--- config.mk ---
export PLATFORM = sky130hd
export DESIGN_NAME = physics_scheduler
export DESIGN_NICKNAME = d
export VERILOG_FILES = /design/src/rtl/physics_scheduler.sv
export SDC_FILE = /design/constraint.sdc
export NUM_CORES = 1
export LEC_CHECK = 0
export CAP_MARGIN = 25
export CORE_UTILIZATION = 45
export DETAILED_ROUTE_END_ITERATION = 8
export PLACE_DENSITY = 0.72
export SYNTH_ARGS = -nofsm -noshare
export SYNTH_HDL_FRONTEND = slang
export SYNTH_SLANG_ARGS = --single-unit
--- constraint.sdc ---
create_clock -name clk -period 2.05 [get_ports clk]
set_input_delay 0.615 -clock clk [delete_from_list [all_inputs] [get_ports clk]]
set_output_delay 0.615 -clock clk [all_outputs]
set_load 0.02 [all_outputs]
--- src/rtl/physics_scheduler.sv ---
// physics_scheduler: single-clock sequencer for the ball-motion datapath.
// A tick timer raises a pending request every TICK_DIV cycles; each request
// runs the sin -> acc -> vel -> pos stages in order. Each stage gets a
// one-cycle start strobe and is then given STAGE_TIMEOUT cycles to report
// done. The collision vector is snapshotted once per tick so that later
// stages all see the same value.
module physics_scheduler #(
  parameter int TICK_DIV      = 262144,
  parameter int STAGE_TIMEOUT = 16
) (
  input  logic        clk,
  input  logic        rst,
  input  logic        run,
  input  logic        flush,
  input  logic [3:0]  collision,
  input  logic [3:0]  done,
  output logic [3:0]  start,
  output logic [3:0]  col_snap,
  output logic        tick_done,
  output logic        busy,
  output logic [15:0] tick_count,
  output logic [7:0]  overrun_cnt,
  output logic [3:0]  err
);

  localparam int DIV_W = $clog2(TICK_DIV);
  localparam int TO_W  = $clog2(STAGE_TIMEOUT) + 1;

  localparam logic [DIV_W-1:0] DIV_LAST = DIV_W'(TICK_DIV - 1);
  localparam logic [TO_W-1:0]  TO_LAST  = TO_W'(STAGE_TIMEOUT - 1);

  localparam logic [2:0] IDLE   = 3'd0;
  localparam logic [2:0] WAIT   = 3'd1;
  localparam logic [2:0] S_SIN  = 3'd2;
  localparam logic [2:0] S_ACC  = 3'd3;
  localparam logic [2:0] S_VEL  = 3'd4;
  localparam logic [2:0] S_POS  = 3'd5;
  localparam logic [2:0] COMMIT = 3'd6;

  logic [2:0]       state;
  logic [DIV_W-1:0] div_cnt;
  logic             pending;
  logic [TO_W-1:0]  wait_cnt;

  logic       wrap;
  logic       launch;
  logic       in_stage;
  logic       stage_wait;
  logic [1:0] stage_idx;
  logic       stage_done;
  logic       stage_expired;

  // Decode timer wrap, the active stage and whether it should advance now.
  always_comb begin
    // NOTE: every signal driven here gets a default first so no latch is inferred.
    stage_idx = 2'd0;
    in_stage  = 1'b0;
    case (state)
      S_SIN: begin stage_idx = 2'd0; in_stage = 1'b1; end
      S_ACC: begin stage_idx = 2'd1; in_stage = 1'b1; end
      S_VEL: begin stage_idx = 2'd2; in_stage = 1'b1; end
      S_POS: begin stage_idx = 2'd3; in_stage = 1'b1; end
      default: ;
    endcase
    wrap          = run && (div_cnt == DIV_LAST);
    launch        = (state == WAIT) && pending;
    // The strobe cycle is the only stage cycle with a start bit high.
    stage_wait    = in_stage && (start == 4'b0000);
    stage_done    = stage_wait && done[stage_idx];
    stage_expired = stage_wait && !done[stage_idx] && (wait_cnt == TO_LAST);
  end

  // Tick timer, pending request and overrun accounting.
  always_ff @(posedge clk) begin
    // NOTE: sequential state uses non-blocking assignments so every register
    // samples the pre-edge values of the others.
    if (rst) begin
      div_cnt     <= '0;
      pending     <= 1'b0;
      overrun_cnt <= 8'd0;
    end else if (flush) begin
      div_cnt <= '0;
      pending <= 1'b0;
    end else begin
      if (!run)
        div_cnt <= '0;
      else if (wrap)
        div_cnt <= '0;
      else
        div_cnt <= div_cnt + DIV_W'(1);

      if (launch) begin
        // A wrap on the launch edge becomes the next request, not an overrun.
        pending <= wrap;
      end else if (wrap) begin
        if (pending && (overrun_cnt != 8'hFF))
          overrun_cnt <= overrun_cnt + 8'd1;
        pending <= 1'b1;
      end
    end
  end

  // Sequencer state, stage strobes, snapshot, commit and error flags.
  always_ff @(posedge clk) begin
    if (rst) begin
      state      <= IDLE;
      start      <= 4'b0000;
      col_snap   <= 4'b0000;
      tick_done  <= 1'b0;
      busy       <= 1'b0;
      tick_count <= 16'd0;
      err        <= 4'b0000;
      wait_cnt   <= '0;
    end else if (flush) begin
      // Abort without committing; snapshot, counters and errors are kept.
      state     <= IDLE;
      start     <= 4'b0000;
      tick_done <= 1'b0;
      busy      <= 1'b0;
      wait_cnt  <= '0;
    end else begin
      start     <= 4'b0000;
      tick_done <= 1'b0;
      case (state)
        IDLE: begin
          if (run)
            state <= WAIT;
        end
        WAIT: begin
          if (pending) begin
            state    <= S_SIN;
            start    <= 4'b0001;
            col_snap <= collision;
            busy     <= 1'b1;
            wait_cnt <= '0;
          end else if (!run) begin
            state <= IDLE;
          end
        end
        S_SIN, S_ACC, S_VEL, S_POS: begin
          if (stage_done || stage_expired) begin
            if (stage_expired)
              err[stage_idx] <= 1'b1;
            wait_cnt <= '0;
            if (state == S_POS) begin
              state     <= COMMIT;
              tick_done <= 1'b1;
            end else begin
              state <= state + 3'd1;
              start <= 4'b0001 << (stage_idx + 2'd1);
            end
          end else if (stage_wait) begin
            wait_cnt <= wait_cnt + TO_W'(1);
          end
        end
        COMMIT: begin
          tick_count <= tick_count + 16'd1;
          busy       <= 1'b0;
          state      <= run ? WAIT : IDLE;
        end
        default: state <= IDLE;
      endcase
    end
  end

endmodule

Word level (Yosys, flattened, before mapping):

Index checks and enable logic that the tools add are counted.
W data, S select, Z words.

* flip-flop bits (word level): 65
* latch bits: 0
* memory bits (writable): 0
* ROM bits: 0
* memories: 0

* add/subtract/negate cells: 6
* $mul: 0
* divide/modulo/power cells: 0
* $lt $le $gt $ge: 2
* equality and inequality tests: 14
* shift-type cells: 1
* multiplexer cells: 26
* bitwise gates (word level): 6
* reduce and logical (&&, ||, !) cells: 26

Operators by type and width (count)
* $add A18 B1 Y18 const B: 1
* $eq A18 B18 Y1 const B: 1
* $add A16 B1 Y16 const B: 1
* $mux W3: 5
* $mux W5: 3
* $pmux W3 S4: 1
* $reduce_or A4 Y1: 3
* $pmux W5 S2: 1
* $eq A3 B3 Y1 const B: 3
* $mux W1: 9
* $reduce_and A3 Y1: 3
* $add A8 B1 Y8 const B: 1
* $logic_and A1 B1 Y1: 8
* $mux W4: 2
* $ne A8 B8 Y1 const B: 1
* $pmux W4 S2: 1
* $reduce_and A4 Y1: 2
* $eq A3 B2 Y1 const B: 2
* $pmux W2 S3: 1
* $reduce_bool A2 Y1: 3
* $add A5 B1 Y5 const B: 1
* $eq A5 B4 Y1 const B: 1
* $not A1 Y1: 5
* $logic_not A4 Y1: 1
* 19 further kinds: 21

Longest topological paths before layout:

* depth after elaboration: 10
* depth in mapped cells: 9
* gate-level depth less buffers: 7

Worst setup path before layout:

Ideal clock, no wire load.

* kind: reg-to-reg
* start: reg state[2]
* end: reg err[3]
* setup time: 0.065 ns
* arrival: 2.067 ns
* data required time: 1.985 ns
* setup slack: -0.082 ns
* cell stages (with the launch flop): 10
* buffers on the path: 3
* path through: dfxtp_1 > buf_4 > clkbuf_1 > inv_1 > ha_1 > clkbuf_1 > nand2_1 > nor4b_1 > a31oi_1 > nor2_1

* longest elaborated chain between the ends: 9

RTL lines
* start, declared: line 40 `logic [2:0] state;`
* start signal, assigned: line 149 `state <= state + 3'd1;`
* start signal, assigned: line 159 `state <= run ? WAIT : IDLE;`
* parallel branches: the longest is 9 deep, another holds $lt A2 B3 Y1
* end signal, assigned: line 112 `err <= 4'b0000;`
* end signal, assigned by index: line 143 `err[stage_idx] <= 1'b1;`
* end, declared: line 23 `output logic [3:0] err`

Several ways; the timed one is not identified. The select of a mux whose other input is x is not followed.
A chain may end at the register's enable or synchronous reset.

Worst setup path in the final report:

* start: reg start[0]
* end: out start[0]

RTL lines
* start, declared: line 17 `output logic [3:0] start,`
* start signal, assigned: line 150 `start <= 4'b0001 << (stage_idx + 2'd1);`

No word-level cell between the ends.

==> impl_metrics.json <==
{
  "outcome": "finished with violations",
  "failed_checks": "design-rule violations",
  "dp_cells": 489,
  "min_period_over_period_pct": 97.0,
  "max-vdd-ir-drop_mv": 0.453,
  "grt_max_degree": 35,
  "cts.sinks": 65,
  "p_int_mw": 1.75,
  "antenna_cells": 0,
  "pre_cts_ws_ns": -0.387,
  "synth_warnings": 0,
  "final_cell_mix": "dfxtp_1 (64), nor2_1 (62), clkdlybuf4s50_1 (39)",
  "slew_headroom_pct": 72.8,
  "syn-instance-count": 345,
  "combPwrFrac_pct": 4.4,
  "multi_input_area_sq_um": 1720,
  "power.leakage_nw": 1.62,
  "arrival_ns": 1.37,
  "slew_violations": 0,
  "cp_top_family": "buffers and inverters",
  "insertion_delay_ns": 0.35,
  "fill_cells": 558,
  "skew_ns": 0.0117,
  "register_area_sq_um": 1300,
  "power_frac_clock_pct": 40.6,
  "cap_viol_max_count": 0,
  "crit_buf_inv": 1,
  "drtIter0Drc": 115,
  "worst_slack_ns": 0.0620,
  "synth_seq_area_share_pct": 42.9,
  "hold_viol": 0,
  "hold_class": "flop to flop",
  "start_util_pct": 47.2,
  "fin_nets": 448,
  "start_kind": "flop",
  "critPathMaxStageDelay_ns": 0.65,
  "num_vias": 2679,
  "endpoint_kind": "primary output",
  "layout-drive-gt1-share_pct": 17.7,
  "io_buffers": 49,
  "top_layer_used": "met4",
  "cpMaxStageDelayCell": "clkdlybuf4s50_1",
  "route.met2.wl_um": 3210,
  "dieArea_sq_um": 7070,
  "critical_path_required_ns": 1.43,
  "die_w_um": 84.1,
  "worst_pin_slew_ns": 0.407,
  "layout_min_cycle_time_ns": 1.99,
  "critical_path_class": "flop to primary output",
  "grt_pass1_wl_um": 11000,
  "critPathMaxFanout": 3,
  "io-pin-count": 50,
  "grt_pass1_vias": 2513,
  "ant_nets": 0,
  "gp_congestion": 0.850,
  "dp.final_hpwl_um": 4790,
  "dr.pass1.iters": 6,
  "core_area_sq_um": 6420,
  "routed_via_density": 5.28,
  "gr-total-overflow": 0,
  "cts_buffers": 9,
  "dr_wl_met3_um": 256,
  "syn_area_sq_um": 3030,
  "stdcell_count": 507,
  "cts_tree": "yes",
  "setup_viol": 0,
  "cts_root_buf": "clkbuf_8",
  "synth_flop_cell": "dfxtp_1",
  "wl_um": 6710,
  "crit_path_cell_trace": "clkdlybuf4s50_1",
  "seq_power_share_pct": 55.0,
  "grt_util_all_layers_pct": 19.4,
  "wl_met1_um": 3090,
  "synth_edf_count": 0,
  "fin_util_pct": 63.5,
  "wl_per_cell_um": 13.2,
  "htree_levels": 3,
  "mostFrequentLayoutCell": "dfxtp_1",
  "ys_seq_elements": 65,
  "p_per_area_nw_per_um2": 565,
  "clk_pin_slew_worst_paths_ns": 0.07,
  "synth_nets": 368,
  "fp.dieH_um": 84.1,
  "core.rowCount": 29,
  "synth.avg_cell_area_sq_um": 8.79,
  "fmax_mhz": 503,
  "switchingPower_mw": 0.560,
  "clockBufferDepth": 2,
  "switching_share_pct": 24.3,
  "cts_hold_buf": 0,
  "synth-async-reset-ratio_pct": 0,
  "area_growth_syn_to_layout_pct": 34.4,
  "antenna_found_initial": 0,
  "synth_cell_types": 47,
  "drc": 12
}
[synth_stat cells (2+ instances only)]
library cell | count | area share (%)
o31ai_1 | 2 | 0.49
or3_1 | 6 | 1.2
and3_2 | 2 | 0.49
and4_1 | 4 | 1.2
a31oi_1 | 8 | 1.7
nand3_1 | 17 | 2.8
a21oi_1 | 11 | 1.8
mux2i_1 | 14 | 4.6
nor4b_1 | 2 | 0.58
nor2_1 | 63 | 7.8
nand2b_1 | 3 | 0.62
and3_1 | 4 | 0.82
o21ai_0 | 9 | 1.5
nand2_1 | 26 | 3.2
inv_1 | 11 | 1.4
nand4_1 | 8 | 1.7
nor3_1 | 3 | 0.49
or4_1 | 3 | 0.74
or2_2 | 3 | 0.62
xnor2_1 | 12 | 3.5
buf_2 | 4 | 0.66
nor4_1 | 3 | 0.62
ha_1 | 11 | 4.5
nand3b_1 | 2 | 0.49
clkbuf_1 | 8 | 0.99
a22oi_1 | 4 | 0.99
xor2_1 | 18 | 5.2
dfxtp_1 | 65 | 43
[state kept, by name, indices dropped and copies added, names as in the netlist]
| register | cells |
|---|---|
| state | 3 |
| err | 4 |
| overrun_cnt | 8 |
| start | 4 |
| pending | 1 |
| col_snap | 4 |
| busy | 1 |
| div_cnt | 18 |
| tick_count | 16 |
| tick_done | 1 |
| wait_cnt | 5 |
[stage by stage]
step                setup TNS (ns)  power (mW)  instance area [sq um]  hold slack (ns)
finish                           0        2.31                   4080            0.489
global route            -0.0000460        2.39                   4080            0.515
CTS                              0        2.33                   3970            0.482
detailed placement           -7.04        1.39                   3790            0.472
global placement             -5.53        1.39                   3790            0.464
floorplan                   -0.483        1.34                   3030            0.442
[routing by layer]
layer	up-vias	global-route usage (%)
met3	12	3.86
li1	1355	-
met2	51	33.0
met5	-	0
met1	1261	23.1
met4	0	10.3
[power by group through the flow]
| stage | clock, mW | sequential, mW | combinational [mW] |
|---|---|---|---|
| 6_report | 0.937 | 1.27 | 0.101 |
| 5_1_grt | 1.02 | 1.27 | 0.108 |
| 4_1_cts | 0.967 | 1.27 | 0.0946 |
| 3_5_place_dp | 0 | 1.30 | 0.0937 |
| 3_3_place_gp | 0 | 1.30 | 0.0924 |
| 2_1_floorplan | 0 | 1.30 | 0.0431 |
[logic make-up after synthesis]
family | Yosys count | share of synthesized area, %
adder cells (fa/ha/maj) | 11 | 4.54
flip-flops | 65 | 42.9
multiplexers | 15 | 5.36
XOR/XNOR | 30 | 8.66
AND/OR/NAND/NOR | 159 | 26.8
AO/OA/AOI/OAI | 39 | 7.96
buffers and inverters | 26 | 3.75
[repair_timing]
| action | in CTS | in global routing |
|---|---|---|
| pin swaps | 0 | 4 |
| endpoints found under the setup margin | 10 | 27 |
| buffers inserted | 0 | 1 |
| cloned | 0 | 1 |
| resized for setup | 5 | 24 |
[cell type report]
| cell class | instances | share of cell area [%] |
|---|---|---|
| inverters | 11 | 1.01 |
| clock inverters | 6 | 0.859 |
| multi-input cells | 255 | 42.1 |
| repair buffers | 83 | 18.6 |
| flip-flops and latches | 65 | 31.9 |
| clock buffers | 10 | 3.13 |
| well taps | 77 | 2.36 |
[final timing paths]
path               to  depth (start not counted)  slack (ns)      from
min reg2reg  state[1]                          2        0.49  state[1]
max          start[0]                          1        0.06  start[0]
min          state[1]                          2        0.49  state[1]
max reg2reg  state[0]                          8        0.12  state[1]
(Power assumes the default switching activity.)
